==> src/rtl/gpio_output_bank_pio_if.sv <==
// Avalon-MM slave bus bundle for the output-bank PIO: address, select,
// write strobe, write data and registered read data.
interface gpio_output_bank_pio_if;
   logic [2:0]  address;
   logic        chipselect;
   logic        write_n;
   logic [31:0] writedata;
   logic [31:0] readdata;

   modport master (
      output address, chipselect, write_n, writedata,
      input  readdata
   );

   modport slave (
      input  address, chipselect, write_n, writedata,
      output readdata
   );
endinterface

==> src/rtl/gpio_output_bank_pio.sv <==
// Output PIO bank: DATA/OUTSET/OUTCLEAR writes drive out_port, with a single
// shared down-counter that auto-clears PULSE_MASK bits after PULSE_LEN cycles.
module gpio_output_bank_pio #(
   parameter int unsigned WIDTH       = 6,
   parameter logic [31:0] RESET_VALUE = 32'h0,
   parameter int unsigned CNT_WIDTH   = 16
) (
   input  logic                   clk,
   input  logic                   reset_n,
   gpio_output_bank_pio_if.slave  bus,
   output logic [WIDTH-1:0]       out_port
);

   localparam logic [2:0] ADDR_DATA     = 3'd0;
   localparam logic [2:0] ADDR_MASK     = 3'd2;
   localparam logic [2:0] ADDR_LEN      = 3'd3;
   localparam logic [2:0] ADDR_OUTSET   = 3'd4;
   localparam logic [2:0] ADDR_OUTCLEAR = 3'd5;
   localparam logic [2:0] ADDR_STATUS   = 3'd6;

   localparam logic [WIDTH-1:0] DATA_RESET = WIDTH'(RESET_VALUE);

   logic [WIDTH-1:0]     r_data;
   logic [WIDTH-1:0]     r_mask;
   logic [CNT_WIDTH-1:0] r_len;
   logic [CNT_WIDTH-1:0] r_cnt;
   logic [31:0]          r_readdata;

   logic                 w_write;
   logic [WIDTH-1:0]     w_wdata;
   logic                 w_expire;
   logic                 w_trigger;
   logic                 w_active;
   logic [WIDTH-1:0]     w_data_nxt;
   logic [WIDTH-1:0]     w_mask_nxt;
   logic [CNT_WIDTH-1:0] w_len_nxt;
   logic [CNT_WIDTH-1:0] w_cnt_nxt;
   logic [31:0]          w_rd_mux;

   assign w_write  = bus.chipselect & ~bus.write_n;
   assign w_wdata  = WIDTH'(bus.writedata);
   assign w_active = (r_cnt != '0);
   assign w_expire = (r_cnt == CNT_WIDTH'(1));

   // Only DATA and OUTSET writes that touch a masked bit can start a pulse.
   assign w_trigger = w_write
                    && ((bus.address == ADDR_DATA) || (bus.address == ADDR_OUTSET))
                    && ((w_wdata & r_mask) != '0)
                    && (r_len != '0);

   // Data register: a bus write in the expiry cycle wins over the auto-clear.
   always_comb begin
      w_data_nxt = r_data;
      if (w_write && (bus.address == ADDR_DATA)) begin
         w_data_nxt = w_wdata;
      end else if (w_write && (bus.address == ADDR_OUTSET)) begin
         w_data_nxt = r_data | w_wdata;
      end else if (w_write && (bus.address == ADDR_OUTCLEAR)) begin
         w_data_nxt = r_data & ~w_wdata;
      end else if (w_expire) begin
         w_data_nxt = r_data & ~r_mask;
      end
   end

   always_comb begin
      w_mask_nxt = r_mask;
      w_len_nxt  = r_len;
      if (w_write && (bus.address == ADDR_MASK)) begin
         w_mask_nxt = w_wdata;
      end
      if (w_write && (bus.address == ADDR_LEN)) begin
         w_len_nxt = CNT_WIDTH'(bus.writedata);
      end
   end

   always_comb begin
      w_cnt_nxt = r_cnt;
      if (w_trigger) begin
         w_cnt_nxt = r_len;
      end else if (w_active) begin
         w_cnt_nxt = r_cnt - CNT_WIDTH'(1);
      end
   end

   // Read mux; write-only and reserved locations return zero.
   always_comb begin
      w_rd_mux = 32'h0;
      case (bus.address)
         ADDR_DATA:   w_rd_mux = 32'(r_data);
         ADDR_MASK:   w_rd_mux = 32'(r_mask);
         ADDR_LEN:    w_rd_mux = 32'(r_len);
         ADDR_STATUS: w_rd_mux = 32'(w_active);
         default:     w_rd_mux = 32'h0;
      endcase
   end

   always_ff @(posedge clk or negedge reset_n) begin
      if (!reset_n) begin
         r_data     <= DATA_RESET;
         r_mask     <= '0;
         r_len      <= '0;
         r_cnt      <= '0;
         r_readdata <= 32'h0;
      end else begin
         r_data     <= w_data_nxt;
         r_mask     <= w_mask_nxt;
         r_len      <= w_len_nxt;
         r_cnt      <= w_cnt_nxt;
         r_readdata <= w_rd_mux;
      end
   end

   assign out_port     = r_data;
   assign bus.readdata = r_readdata;

endmodule

==> src/flat_wrapper.sv <==
// flat-port wrapper written by rule: the top's interface ports become plain ports
module gpio_output_bank_pio_flat 
#(
   parameter int unsigned WIDTH       = 6,
   parameter logic [31:0] RESET_VALUE = 32'h0,
   parameter int unsigned CNT_WIDTH   = 16
)
  (clk, reset_n, out_port, bus_address, bus_chipselect, bus_write_n, bus_writedata, bus_readdata);
  gpio_output_bank_pio_if bus_i ();
  input  logic clk;
  input  logic reset_n;
  output logic [WIDTH-1:0] out_port;
  input wire logic [$bits(bus_i.address)-1:0] bus_address;
  input wire logic [$bits(bus_i.chipselect)-1:0] bus_chipselect;
  input wire logic [$bits(bus_i.write_n)-1:0] bus_write_n;
  input wire logic [$bits(bus_i.writedata)-1:0] bus_writedata;
  output wire logic [$bits(bus_i.readdata)-1:0] bus_readdata;
  assign bus_i.address = bus_address;
  assign bus_i.chipselect = bus_chipselect;
  assign bus_i.write_n = bus_write_n;
  assign bus_i.writedata = bus_writedata;
  assign bus_readdata = bus_i.readdata;
  gpio_output_bank_pio #(.WIDTH(WIDTH), .RESET_VALUE(RESET_VALUE), .CNT_WIDTH(CNT_WIDTH)) u_core (.clk(clk), .reset_n(reset_n), .bus(bus_i), .out_port(out_port));
endmodule
==> config.mk <==
export PLATFORM = sky130hd
export DESIGN_NAME = gpio_output_bank_pio_flat
export DESIGN_NICKNAME = d
export VERILOG_FILES = /design/src/rtl/gpio_output_bank_pio_if.sv /design/src/rtl/gpio_output_bank_pio.sv /design/src/flat_wrapper.sv
export SDC_FILE = /design/constraint.sdc
export NUM_CORES = 1
export LEC_CHECK = 0
export ABC_AREA = 1
export BUFFER_PORTS_ARGS = -buffer_cell sky130_fd_sc_hd__buf_2
export CAP_MARGIN = 20
export CORE_MARGIN = 2
export CORE_UTILIZATION = 35
export CTS_CLUSTER_DIAMETER = 150
export DETAILED_ROUTE_END_ITERATION = 7
export GPL_TIMING_DRIVEN = 0
export PLACE_DENSITY = 0.64
export SYNTH_ARGS = -nofsm -noshare
export SYNTH_HDL_FRONTEND = slang
export SYNTH_SLANG_ARGS = --single-unit
==> constraint.sdc <==
create_clock -name clk -period 1.7 [get_ports clk]
set_input_delay 0.34 -clock clk [delete_from_list [all_inputs] [get_ports clk]]
set_output_delay 0.34 -clock clk [all_outputs]
set_load 0.05 [all_outputs]
==> impl_metrics.tcl <==
set metrics [dict create \
    run_status "finished, final reports clean" \
    final_hold_viol_count 0 \
    clock_power_share_pct 26.0 \
    setup_violations 0 \
    floorplan.core_area_um2 8810 \
    critPathCaptureType "flop" \
    initial_core_util_pct 36.5 \
    routedWlPerCell_um 12.2 \
    netSwitchingFraction_pct 38.0 \
    unrepaired_setup_endpoints_after_global_routing "no" \
    gr_util_all_layers_pct 16.2 \
    drcViolationCount 0 \
    grt_antenna_before_repair 0 \
    num_io_pins 77 \
    postCtsHoldBufs 0 \
    path_max_fanout 6 \
    internal_power_w 0.00299 \
    worstPathCellList "nor2_1 > nand2_1 > nor2_1 > nand3_2 > nand2_1 > inv_2 > nand2_1 > nand2_1" \
    maxSlewViolCount 0 \
    number_of_iterations_in_the_first_detailed_routing_pass 5 \
    area_delta_synth_final_pct 20.1 \
    detail-route-antenna-nets 0 \
    post_drt_via_cell_ratio 4.63 \
    sequentialPowerShare_pct 43.6 \
    post_synth.cell_area_avg_um2 7.43 \
    cap_violations 0 \
    timing.critical_path.from_type "flop" \
    distinct_cells_synth 28 \
    finalClockSkew_ns 0.00838 \
    max_freq_mhz 629 \
    hold_class "in2async" \
    cts-root-buf "sky130_fd_sc_hd__clkbuf_8" \
    timing.critical_path.buf_inv 1 \
    slowest_stage "sky130_fd_sc_hd__dfrtp_1" \
    num_antenna_cells 0 \
    yosys_register_bits 60 \
    wire_length_of_the_first_global_routing_pass_um 12800 \
    tritoncts_buffers 9 \
    post_synth_instance_area_um2 3210 \
    dominant_delay_contributor_by_cell_family_on_the_critical_path "simple AND/OR/NAND/NOR gates" \
    drt-total-wl_um 7490 \
    crit_required_ns 1.93 \
    p_sw_w 0.00183 \
    grt_start_max_net_pins 35 \
    cts_max_path_buffers 2 \
    nFillCells 889 \
    drtIter0Drc 194 \
    clk_latency_worst_skew_pair_ns 0.33 \
    detailedPlacementHpwl_um 5740 \
    fp.dieH_um 99.8 \
    grt_pass1_vias 2741 \
    cts_sinks 60 \
    layout.core_utilization_pct 43.8 \
    globalplace.congestion 0.907 \
    netlist_instances 432 \
    cts_htree_levels 3 \
    peakVddDrop_mv 0.578 \
    pwr_density_cell_nw_per_um2 1250 \
    count_of_buffers_from_port_buffering 44 \
    chipWidth_um 99.8 \
    dieArea_um2 9960 \
    finalPower_w 0.00482 \
    fin_crit_ns 1.59 \
    total_vias_in_the_final_route 2853 \
    cpMostUsedCell "sky130_fd_sc_hd__nand2_1" \
    setup_tns_ns 0 \
    critical_path_arrival_ns 1.82 \
    drive_gt1_share_pct 20.7 \
    share_comb_of_total_power_pct 30.4 \
    synth.yosys.seq_area_share_pct 46.8 \
    synth_warnings 0 \
    worst_slew_pin_slew_ns 0.639 \
    final_nets 545 \
    timing.critical_path.depth 8 \
    worst_setup_hold_path_clk_slew_ns 0.07 \
    cp_slowest_stage_delay_ns 0.43 \
    slew_headroom_pct 57.4 \
    tritoncts "done" \
    global_route.overflow_total 0 \
    leakage_nw 2.12 \
    core.rowCount 34 \
    final_cell_mix "sky130_fd_sc_hd__nand2_1 (141), sky130_fd_sc_hd__dfrtp_1 (60), sky130_fd_sc_hd__nor2_1 (55)" \
    r2r_cell_count 8 \
    worstSetupPathType "reg2reg" \
    layout.cells.most_common "sky130_fd_sc_hd__nand2_1" \
    fin_crit_sh_pct 93.5 \
]
[power groups by stage]
stage               clock network, W  registers, W  logic, W
finish                       0.00125       0.00210   0.00146
global route                 0.00135       0.00215   0.00168
CTS                          0.00128       0.00209   0.00146
detailed placement                 0       0.00211   0.00145
global placement                   0       0.00210   0.00142
floorplan                          0       0.00216   0.00100
[Yosys cell counts, drive strengths merged]
master	instances	area share (%)
nand2	144	17
nor2	61	8.0
dfrtp	60	47
inv	45	5.3
nand3	40	6.5
buf	23	4.9
a21oi	19	3.0
o21ai	17	2.6
xor2	5	1.4
o211ai	3	0.70
clkbuf	2	0.23
ha	2	0.78
nand3b	2	0.47
nor3	2	0.66
o31ai	2	0.47
xnor2	2	0.55
a22oi	1	0.23
conb	1	0.12
nand4	1	0.19
[path summary, 6_finish.rpt]
kind | from | to | slack [ns]
setup / recovery | u_core.r_cnt[7] | u_core.out_port[5] | 0.11
hold / removal | reset_n | u_core.bus.readdata[0] | 0.02
setup reg to reg | u_core.r_cnt[7] | u_core.out_port[5] | 0.11
hold reg to reg | u_core.r_len[9] | u_core.r_cnt[9] | 0.51
max in group asynchronous | reset_n | u_core.r_cnt[13] | 1.07
min in group clk | bus_writedata[15] | u_core.r_len[15] | 0.25
[routing by layer]
| metal | global-route usage [%] | vias up | wire length (µm) |
|---|---|---|---|
| li1 | - | 1464 | - |
| met1 | 22.4 | 1310 | 3600 |
| met2 | 25.1 | 71 | 3470 |
| met3 | 3.20 | 8 | 315 |
| met4 | 6.32 | 0 | 104 |
| met5 | 0 | - | 0 |
[flip-flops by register name, summed over array words and instances (netlist names)]
name / count
u_core.bus.readdata: 16
u_core.r_cnt: 16
u_core.r_len: 16
u_core.out_port: 6
u_core.r_mask: 6
[layout make-up]
type / instances / area (µm²) / share of cell area [%]
well taps: 108 / 135 / 3.50
clock inverters: 5 / 52.6 / 1.36
repair buffers: 46 / 248 / 6.42
flip-flops and latches: 60 / 1500 / 38.9
inverters: 45 / 171 / 4.45
plain buffers: 25 / 171 / 4.45
clock buffers: 10 / 138 / 3.57
multi-input cells: 317 / 1440 / 37.3
[through the flow]
step                      setup slack, ns  hold WS [ns]  cell area (µm²)  std cells
after global routing               0.0114        0.0609             3860        616
after CTS                          0.0196        0.0360             3840        616
after global placement             -0.112         0.489             3620        599
final                               0.111        0.0235             3860        616
after floorplan                     0.196        0.0444             3270        447
after detailed placement           -0.128         0.404             3640        600
[kinds of logic after synthesis]
logic type | share of synthesized area, %
AOI/OAI and AO/OA | 7.01
and+or+nand+nor | 32.9
other | 0.117
DFF | 46.8
adders and majority gates | 0.779
buffers and inverters | 10.5
xor gates and xnor gates | 1.91
[timing repair]
item                                    4_1_cts  5_1_grt
gates resized for setup                       0        7
setup buffers                                 1        0
hold endpoints to repair                      0        0
pin swaps                                     1        0
endpoints found under the setup margin       10       17
Note: power is estimated with default switching activity, not from simulation.
